<file path="config.mk">
export PLATFORM = sky130hd
export DESIGN_NAME = run_monitor_flat
export DESIGN_NICKNAME = d
export VERILOG_FILES = /design/src/rtl/run_monitor_if.sv /design/src/rtl/run_monitor.sv /design/src/flat_wrapper.sv
export SDC_FILE = /design/constraint.sdc
export NUM_CORES = 1
export LEC_CHECK = 0
export CORE_UTILIZATION = 60
export CTS_CLUSTER_DIAMETER = 100
export DETAILED_ROUTE_END_ITERATION = 7
export GPL_TIMING_DRIVEN = 0
export PLACE_DENSITY_LB_ADDON = 0.12
export SKIP_CTS_REPAIR_TIMING = 1
export SLEW_MARGIN = 25
export SYNTH_ARGS = -nofsm -noshare
export SYNTH_HDL_FRONTEND = slang
export SYNTH_SLANG_ARGS = --single-unit
export TNS_END_PERCENT = 100
</file>
<file path="constraint.sdc">
create_clock -name clock -period 4.6 [get_ports clock]
set_clock_uncertainty 0.05 [all_clocks]
set_input_delay 1.38 -clock clock [delete_from_list [all_inputs] [get_ports clock]]
set_output_delay 1.38 -clock clock [all_outputs]
set_load 0.01 [all_outputs]
</file>
<file path="src/rtl/run_monitor_if.sv">
// Signal bundle between a CPU trace source / snapshot consumer and run_monitor.
// The slave side is the monitor itself; the master side drives the CPU trace,
// arm and out_ready, and observes the snapshot stream and status flags.
interface run_monitor_if #(
  parameter int PC_WIDTH  = 12,
  parameter int NREG      = 16,
  parameter int REG_WIDTH = 4
);
  logic                      sync;
  logic [PC_WIDTH-1:0]       pc;
  logic [REG_WIDTH-1:0]      acc;
  logic                      carry;
  logic [NREG*REG_WIDTH-1:0] regs;
  logic                      arm;
  logic                      out_valid;
  logic                      out_ready;
  logic [REG_WIDTH-1:0]      out_data;
  logic                      out_last;
  logic                      busy;
  logic                      done;
  logic                      halted;
  logic                      timeout;

  modport master (
    output sync, pc, acc, carry, regs, arm, out_ready,
    input  out_valid, out_data, out_last, busy, done, halted, timeout
  );

  modport slave (
    input  sync, pc, acc, carry, regs, arm, out_ready,
    output out_valid, out_data, out_last, busy, done, halted, timeout
  );
endinterface

</file>
<file path="src/rtl/run_monitor.sv">
// Run monitor: after arm, counts clocks and instructions of a CPU, stops on a
// pc threshold or an instruction budget, freezes a snapshot of the CPU state
// and streams it out one REG_WIDTH word at a time over a valid/ready channel.
module run_monitor #(
  parameter int PC_WIDTH  = 12,
  parameter int ROM_SIZE  = 256,
  parameter int NREG      = 16,
  parameter int REG_WIDTH = 4,
  parameter int CNT_WIDTH = 32,
  parameter int MAX_INSTR = 4096
) (
  input logic          clock,
  input logic          reset,
  run_monitor_if.slave bus
);
  localparam int CNT_WORDS   = CNT_WIDTH / REG_WIDTH;
  localparam int NWORDS      = 2 + NREG + CNT_WORDS;
  localparam int IDX_WIDTH   = $clog2(NWORDS);
  localparam int INSTR_WIDTH = $clog2(MAX_INSTR + 1);
  localparam logic [IDX_WIDTH-1:0]   LAST_IDX    = IDX_WIDTH'(NWORDS - 1);
  localparam logic [INSTR_WIDTH-1:0] INSTR_LIMIT = INSTR_WIDTH'(MAX_INSTR - 1);
  localparam logic [PC_WIDTH:0]      PC_LIMIT    = (PC_WIDTH + 1)'(ROM_SIZE);
  localparam logic [CNT_WIDTH-1:0]   CNT_MAX     = {CNT_WIDTH{1'b1}};

  typedef enum logic [1:0] {IDLE, RUN, DRAIN, DONE} state_t;

  state_t                    state_reg, state_next;
  logic [CNT_WIDTH-1:0]      cycle_reg, cycle_next;
  logic [INSTR_WIDTH-1:0]    instr_reg, instr_next;
  logic                      halted_reg, halted_next;
  logic                      timeout_reg, timeout_next;
  logic [IDX_WIDTH-1:0]      idx_reg, idx_next;
  logic                      capture;
  logic [REG_WIDTH-1:0]      acc_snap_reg;
  logic                      carry_snap_reg;
  logic [NREG*REG_WIDTH-1:0] regs_snap_reg;
  logic [CNT_WIDTH-1:0]      cnt_snap_reg;
  logic                      pc_hit;
  logic [REG_WIDTH-1:0]      word_mux [2**IDX_WIDTH];

  // pc compared one bit wider so ROM_SIZE == 2**PC_WIDTH is representable
  assign pc_hit = {1'b0, bus.pc} >= PC_LIMIT;

  // Output word order: acc, carry, registers 0..NREG-1, cycle count LS word first;
  // unused index slots read as zero.
  assign word_mux[0] = acc_snap_reg;
  assign word_mux[1] = REG_WIDTH'(carry_snap_reg);
  genvar gi;
  generate
    for (gi = 0; gi < NREG; gi++) begin : g_reg_words
      assign word_mux[2 + gi] = regs_snap_reg[gi*REG_WIDTH +: REG_WIDTH];
    end
    for (gi = 0; gi < CNT_WORDS; gi++) begin : g_cnt_words
      assign word_mux[2 + NREG + gi] = cnt_snap_reg[gi*REG_WIDTH +: REG_WIDTH];
    end
    for (gi = NWORDS; gi < 2**IDX_WIDTH; gi++) begin : g_pad_words
      assign word_mux[gi] = '0;
    end
  endgenerate

  assign bus.busy      = (state_reg == RUN);
  assign bus.done      = (state_reg == DONE);
  assign bus.out_valid = (state_reg == DRAIN);
  assign bus.out_last  = (state_reg == DRAIN) && (idx_reg == LAST_IDX);
  assign bus.out_data  = (state_reg == DRAIN) ? word_mux[idx_reg] : '0;
  assign bus.halted    = halted_reg;
  assign bus.timeout   = timeout_reg;

  // Next-state logic: arm handling, run counters, stop detection, drain indexing
  always_comb begin
    state_next   = state_reg;
    cycle_next   = cycle_reg;
    instr_next   = instr_reg;
    halted_next  = halted_reg;
    timeout_next = timeout_reg;
    idx_next     = idx_reg;
    capture      = 1'b0;
    case (state_reg)
      IDLE, DONE: begin
        if (bus.arm) begin
          state_next   = RUN;
          cycle_next   = '0;
          instr_next   = '0;
          halted_next  = 1'b0;
          timeout_next = 1'b0;
          idx_next     = '0;
        end
      end
      RUN: begin
        if (cycle_reg != CNT_MAX) cycle_next = cycle_reg + 1'b1;
        if (bus.sync) begin
          instr_next = instr_reg + 1'b1;
          // pc threshold wins over the budget when both hit on the same sync
          if (pc_hit) begin
            capture     = 1'b1;
            halted_next = 1'b1;
            state_next  = DRAIN;
            idx_next    = '0;
          end else if (instr_reg == INSTR_LIMIT) begin
            capture      = 1'b1;
            timeout_next = 1'b1;
            state_next   = DRAIN;
            idx_next     = '0;
          end
        end
      end
      DRAIN: begin
        if (bus.out_ready) begin
          if (idx_reg == LAST_IDX) begin
            state_next = DONE;
            idx_next   = '0;
          end else begin
            idx_next = idx_reg + 1'b1;
          end
        end
      end
      default: state_next = IDLE;
    endcase
  end

  // Control state register with synchronous active-low reset
  always_ff @(posedge clock) begin
    if (!reset) begin
      state_reg   <= IDLE;
      cycle_reg   <= '0;
      instr_reg   <= '0;
      halted_reg  <= 1'b0;
      timeout_reg <= 1'b0;
      idx_reg     <= '0;
    end else begin
      state_reg   <= state_next;
      cycle_reg   <= cycle_next;
      instr_reg   <= instr_next;
      halted_reg  <= halted_next;
      timeout_reg <= timeout_next;
      idx_reg     <= idx_next;
    end
  end

  // Snapshot holds the CPU state and pre-increment cycle count of the stop cycle
  always_ff @(posedge clock) begin
    if (!reset) begin
      acc_snap_reg   <= '0;
      carry_snap_reg <= 1'b0;
      regs_snap_reg  <= '0;
      cnt_snap_reg   <= '0;
    end else if (capture) begin
      acc_snap_reg   <= bus.acc;
      carry_snap_reg <= bus.carry;
      regs_snap_reg  <= bus.regs;
      cnt_snap_reg   <= cycle_reg;
    end
  end
endmodule

</file>
<file path="src/flat_wrapper.sv">
// flat-port wrapper written by rule: the top's interface ports become plain ports
module run_monitor_flat 
#(
  parameter int PC_WIDTH  = 12,
  parameter int ROM_SIZE  = 256,
  parameter int NREG      = 16,
  parameter int REG_WIDTH = 4,
  parameter int CNT_WIDTH = 32,
  parameter int MAX_INSTR = 4096
)
  (clock, reset, bus_sync, bus_pc, bus_acc, bus_carry, bus_regs, bus_arm, bus_out_ready, bus_out_valid, bus_out_data, bus_out_last, bus_busy, bus_done, bus_halted, bus_timeout);
  run_monitor_if #(.PC_WIDTH(PC_WIDTH), .NREG(NREG), .REG_WIDTH(REG_WIDTH)) bus_i ();
  input logic clock;
  input logic reset;
  input wire logic [$bits(bus_i.sync)-1:0] bus_sync;
  input wire logic [$bits(bus_i.pc)-1:0] bus_pc;
  input wire logic [$bits(bus_i.acc)-1:0] bus_acc;
  input wire logic [$bits(bus_i.carry)-1:0] bus_carry;
  input wire logic [$bits(bus_i.regs)-1:0] bus_regs;
  input wire logic [$bits(bus_i.arm)-1:0] bus_arm;
  input wire logic [$bits(bus_i.out_ready)-1:0] bus_out_ready;
  output wire logic [$bits(bus_i.out_valid)-1:0] bus_out_valid;
  output wire logic [$bits(bus_i.out_data)-1:0] bus_out_data;
  output wire logic [$bits(bus_i.out_last)-1:0] bus_out_last;
  output wire logic [$bits(bus_i.busy)-1:0] bus_busy;
  output wire logic [$bits(bus_i.done)-1:0] bus_done;
  output wire logic [$bits(bus_i.halted)-1:0] bus_halted;
  output wire logic [$bits(bus_i.timeout)-1:0] bus_timeout;
  assign bus_i.sync = bus_sync;
  assign bus_i.pc = bus_pc;
  assign bus_i.acc = bus_acc;
  assign bus_i.carry = bus_carry;
  assign bus_i.regs = bus_regs;
  assign bus_i.arm = bus_arm;
  assign bus_i.out_ready = bus_out_ready;
  assign bus_out_valid = bus_i.out_valid;
  assign bus_out_data = bus_i.out_data;
  assign bus_out_last = bus_i.out_last;
  assign bus_busy = bus_i.busy;
  assign bus_done = bus_i.done;
  assign bus_halted = bus_i.halted;
  assign bus_timeout = bus_i.timeout;
  run_monitor #(.PC_WIDTH(PC_WIDTH), .ROM_SIZE(ROM_SIZE), .NREG(NREG), .REG_WIDTH(REG_WIDTH), .CNT_WIDTH(CNT_WIDTH), .MAX_INSTR(MAX_INSTR)) u_core (.clock(clock), .reset(reset), .bus(bus_i));
endmodule
</file>
==> results.py, run 1 <==
metrics = {
    "global_routing": {
        "overflow": 0,
        "grt_pass1_vias": 6575,
        "grt_max_degree": 17,
        "grt_pass1_wl_um": 31600,
        "grtUsageTotal": 0.320,
        "antenna_found_initial": 0,
    },
    "clock_tree": {
        "cts_tree": "done",
        "cts_buffer_depth": 2,
        "numCtsBuffers": 17,
        "path_clk_slew_ns": 0.06,
        "htree_levels": 4,
        "cts.sink_count": 155,
        "cts-root-buf": "clkbuf_16",
        "insertion_delay_ns": 0.43,
    },
    "floorplan": {
        "fp.dieH_um": 113,
        "dieArea_um2": 12700,
        "rows": 40,
        "die_x_um": 113,
        "start_util": 0.615,
        "pin_count": 96,
        "core-area_um2": 12000,
    },
    "setup_path": {
        "crit_arrival_ns": 3.02,
        "startpoint_type": "flip-flop",
        "max_stage_delay_ns": 0.51,
        "reg2reg_depth": 8,
        "cp_cell_sequence": "buf_2 -> clkbuf_4 -> mux4_2 -> a221oi_1 -> a211oi_1 -> clkdlybuf4s50_1",
        "setup.worst_path.end_class": "primary output",
        "cp.required_ns": 3.17,
        "critPathKind": "flip-flop to primary output",
        "slowest_stage": "clkdlybuf4s50_1",
        "crit_fanout": 10,
    },
    "placement": {
        "postPlaceCellArea_um2": 8420,
        "pre_cts_ws_ns": 0.311,
        "io_buffers": 87,
        "hpwl_um": 14200,
        "gp_congestion": 0.888,
        "dp.cells": 1078,
    },
    "sta": {
        "slew_headroom": 0.334,
        "rsz0062_at_grt": "no",
        "setup_tns_ns": 0,
        "setup_viol": 0,
        "finalCritPeriodShare": 0.968,
        "fin_crit_ns": 4.45,
        "fin_ws_ns": 0.145,
        "worst_slew_pin_slew_ns": 0.990,
        "drv_slew": 0,
        "finalHoldViolations": 0,
        "whs_ns": 0.414,
        "fmax_mhz": 224,
    },
    "detailed_routing": {
        "wirelength_um": 19600,
        "routedWlPerCell_um": 17.7,
        "drc_errors": 0,
        "drtIter0Drc": 451,
        "viasPerCell": 5.98,
        "vias": 6625,
        "dr.pass1.iters": 5,
        "ant_nets": 0,
    },
    "yosys": {
        "ys_types": 52,
        "synth_fp_nets": 938,
        "synthesis.area_um2": 7360,
        "synth_edf_count": 0,
        "syn-mean-instance-area_um2": 8.72,
        "synth_cells": 844,
        "synth_ff_type": "dfxtp_1",
        "ys_seq_area_frac": 0.421,
        "yosys_warnings": 0,
        "ys_seq_elements": 155,
        "synthArstFlopShare": 0,
    },
    "finish": {
        "syn_to_final_growth_pct": 22.5,
        "drive_gt1_frac": 0.0833,
        "instances_no_fill": 1107,
        "final_area_um2": 9020,
        "fin_nets": 1044,
        "final_cell_mix": "nand2_1 (227), dfxtp_1 (155), a21boi_0 (101), clkdlybuf4s50_1 (87), clkbuf_1 (41)",
        "final_common_cell": "nand2_1",
        "largest_register_ffs": 64,
        "utilization": 0.754,
        "insertedDiodeCount": 0,
    },
    "worst_hold_path": {
        "min_path_cells": 2,
        "hp-class": "flip-flop to flip-flop",
    },
    "flow_run": {
        "drv_cap": 0,
    },
    "status": {
        "status": "finished clean",
    },
    "pwr": {
        "power_mw": 3.96,
        "power_per_cell_area_nw_per_um2": 439,
        "irDropWorstVdd_mv": 0.321,
        "p_leak_nw": 3.00,
    },
}
[power breakdown]
part           internal (mW)  switching, mW  total (mW)
registers               1.44         0.0663        1.51
clock network          0.883          0.525        1.41
logic                  0.415          0.628        1.04
total                   2.74           1.22        3.96
[final cells by class]
| type | instances | area (µm²) |
|---|---|---|
| inverters | 13 | 48.8 |
| fillers | 872 | 2940 |
| well taps | 147 | 184 |
| clock inverters | 8 | 119 |
| multi-input cells | 622 | 3960 |
| plain buffers | 54 | 260 |
| clock buffers | 21 | 470 |
| flip-flops and latches | 155 | 3100 |
| repair buffers | 87 | 871 |
[critical path, delay by kind of cell, from the launching register on]
family | cells | cell delay (ns)
mux | 1 | 0.34
compound gates | 2 | 0.60
flops | 1 | 0.48
buf+inv | 3 | 1.18
[per-layer routing]
layer	wire (µm)	GRT usage	share of wire
met1	7990	0.386	0.41
met2	9580	0.543	0.49
met3	1410	0.0777	0.072
met4	654	0.143	0.033
met5	0	0	0
[cell usage after synthesis (all sizes together) (10+ instances only)]
master	number	area, µm²
a21boi	101	758
a21oi	35	220
buf	13	95.1
clkbuf	41	154
dfxtp	155	3100
inv	13	48.8
mux2i	11	110
mux4	22	495
nand2	227	852
nand3	26	135
nand4	15	100
nor2	26	97.6
o21ai	28	144
or3	19	129
or4	10	75.1
xor2	14	123
[path summary, 6_finish.rpt]
kind / start / endpoint / slack [ns]
setup / recovery: u_core.idx_reg[1]$_SDFFE_PN0P_ / bus_out_data[1] / 0.15
hold / removal: u_core.regs_snap_reg[14]$_SDFFE_PN0P_ / u_core.regs_snap_reg[14]$_SDFFE_PN0P_ / 0.41
setup reg to reg: u_core.state_reg[1]$_SDFFE_PN0P_ / u_core.regs_snap_reg[33]$_SDFFE_PN0P_ / 1.67
hold reg to reg: u_core.regs_snap_reg[14]$_SDFFE_PN0P_ / u_core.regs_snap_reg[14]$_SDFFE_PN0P_ / 0.41
[logic make-up (layout without fill, tap and decap cells)]
logic type | after synthesis | in the layout | share of synthesized area
and+or+nand+nor | 365 | 365 | 0.229
AOI/OAI and AO/OA | 199 | 199 | 0.193
DFF | 155 | 155 | 0.421
buffers and inverters | 67 | 183 | 0.0404
muxes | 33 | 33 | 0.0823
xor gates and xnor gates | 17 | 17 | 0.0202
adders and majority gates | 8 | 8 | 0.0136
Power figures use the tool's default switching activity.
==> run 2, diff against run 1 <==
--- a/config.mk
+++ b/config.mk
@@ -5,6 +5,7 @@
 export SDC_FILE = /design/constraint.sdc
 export NUM_CORES = 1
 export LEC_CHECK = 0
+export CAP_MARGIN = 30
 export CORE_UTILIZATION = 60
 export CTS_CLUSTER_DIAMETER = 100
 export DETAILED_ROUTE_END_ITERATION = 7
==> results.py, run 2 (synthesis results as in run 1) <==
metrics = {
    "clock_tree": {
        "htree_levels": 4,
        "cts_buffer_depth": 2,
        "path_clk_slew_ns": 0.06,
        "numCtsBuffers": 17,
        "cts.sink_count": 155,
        "insertion_delay_ns": 0.42,
        "cts-root-buf": "clkbuf_16",
        "cts_tree": "done",
    },
    "worst_hold_path": {
        "min_path_cells": 2,
        "hp-class": "flip-flop to flip-flop",
        "hold_end": "u_core.regs_snap_reg[14]$_SDFFE_PN0P_",
        "min_from": "u_core.regs_snap_reg[14]$_SDFFE_PN0P_",
    },
    "setup_path": {
        "critPathKind": "flip-flop to primary output",
        "cp.required_ns": 3.17,
        "path_buf_inv": 3,
        "critical_path.top_delay_family": "buffers and inverters",
        "r2r_end": "u_core.regs_snap_reg[33]$_SDFFE_PN0P_",
        "cp_cell_sequence": "buf_2 -> clkbuf_4 -> mux4_2 -> a221oi_1 -> a211oi_1 -> clkdlybuf4s50_1",
        "reg2reg_depth": 8,
        "setup.worst_path.end_class": "primary output",
        "crit_fanout": 10,
        "reg2reg_slack_ns": 1.65,
        "slowest_stage": "clkdlybuf4s50_1",
        "rr_startpoint": "u_core.state_reg[1]$_SDFFE_PN0P_",
        "max_stage_delay_ns": 0.51,
        "crit_arrival_ns": 2.99,
        "startpoint_type": "flip-flop",
    },
    "floorplan": {
        "rows": 40,
        "fp.dieH_um": 113,
        "pin_count": 96,
        "start_util": 0.615,
        "dieArea_um2": 12700,
        "core-area_um2": 12000,
        "die_x_um": 113,
    },
    "sta": {
        "fin_ws_ns": 0.181,
        "fmax_mhz": 226,
        "setup_tns_ns": 0,
        "finalCritPeriodShare": 0.961,
        "rsz0062_at_grt": "no",
        "finalHoldViolations": 0,
        "slew_headroom": 0.365,
        "fin_crit_ns": 4.42,
        "setup_viol": 0,
        "drv_slew": 0,
        "worst_slew_pin_slew_ns": 0.944,
        "whs_ns": 0.414,
    },
    "finish": {
        "drive_gt1_frac": 0.0843,
        "instances_no_fill": 1108,
        "syn_to_final_growth_pct": 22.6,
        "fillers": 871,
        "largest_register_ffs": 64,
        "final_common_cell": "nand2_1",
        "final_cell_mix": "nand2_1 (227), dfxtp_1 (155), a21boi_0 (101), clkdlybuf4s50_1 (87), clkbuf_1 (41)",
        "insertedDiodeCount": 0,
        "fin_nets": 1045,
    },
    "global_routing": {
        "grt_pass1_vias": 6575,
        "grtUsageTotal": 0.320,
        "overflow": 0,
        "antenna_found_initial": 0,
        "grt_max_degree": 17,
        "grt_pass1_wl_um": 31600,
    },
    "pwr": {
        "power_per_cell_area_nw_per_um2": 438,
        "irDropWorstVdd_mv": 0.323,
        "p_leak_nw": 3.00,
    },
    "placement": {
        "pre_cts_ws_ns": 0.311,
        "hpwl_um": 14200,
        "io_buffers": 87,
        "gp_congestion": 0.888,
        "dp.cells": 1078,
    },
    "detailed_routing": {
        "viasPerCell": 6.02,
        "routedWlPerCell_um": 17.8,
        "dr.pass1.iters": 7,
        "vias": 6673,
        "ant_nets": 0,
        "wl_met2_um": 9550,
        "wirelength_um": 19700,
        "drtIter0Drc": 530,
        "drt-met1-wl_um": 8000,
        "drc_errors": 0,
        "wl_met3_um": 1440,
        "highest_layer": "met4",
    },
    "flow_run": {
        "drv_cap": 0,
    },
    "status": {
        "status": "finished clean",
    },
}
==> run 2: cell count changes in the layout (fill, tap and decap cells not counted) <==
| cell | delta |
|---|---|
| buf_2 | +1 |
==> run 2: worst max path at each step <==
stage                            to  cells after the start                      startpoint  slack [ns]
floorplan           bus_out_data[0]                      5  u_core.idx_reg[0]$_SDFFE_PN0P_        1.34
global placement    bus_out_data[1]                      7  u_core.idx_reg[1]$_SDFFE_PN0P_        0.38
detailed placement  bus_out_data[1]                      7  u_core.idx_reg[1]$_SDFFE_PN0P_        0.31
CTS                 bus_out_data[1]                      7  u_core.idx_reg[1]$_SDFFE_PN0P_       -0.14
global route        bus_out_data[1]                      6  u_core.idx_reg[1]$_SDFFE_PN0P_        0.05
finish              bus_out_data[1]                      6  u_core.idx_reg[1]$_SDFFE_PN0P_        0.18
==> run 2: final cells by class <==
cell class	count	area [µm²]	area share
tap	147	184	0.0204
timing repair buffer	88	876	0.0971
buffer	54	260	0.0288
clock inverter	8	119	0.0132
multi-input combinational	622	3960	0.439
clock buffer	21	470	0.0521
sequential	155	3100	0.344
inverter	13	48.8	0.00541
==> run 2: tightest hold or removal path: cells and delay by family, from the launching register on <==
kind,cells,cell delay [ns]
flops,1,0.31
simple gates,1,0.05
compound gates,1,0.06
==> run 2: where the power goes <==
group / switching, mW / total, mW / leakage, nW / internal [mW]
logic: 0.626 / 1.04 / 1.45 / 0.415
clock network: 0.523 / 1.41 / 0.294 / 0.883
registers: 0.0666 / 1.51 / 1.25 / 1.44
total: 1.22 / 3.95 / 3.00 / 2.74
==> run 2: metal layers <==
metal,vias up,global-route usage
met3,62,0.0777
met1,3107,0.386
met2,317,0.543
li1,3187,-
met4,0,0.143
met5,-,0
==> run 2: stage by stage <==
step           power [mW]  cell area (µm²)   util
4_1_cts              3.95             9010  0.753
2_1_floorplan        2.21             7360      -
5_1_grt              4.12             9020  0.754
6_report             3.95             9020  0.754
3_3_place_gp         2.52             8420  0.704
3_5_place_dp         2.55             8420  0.704
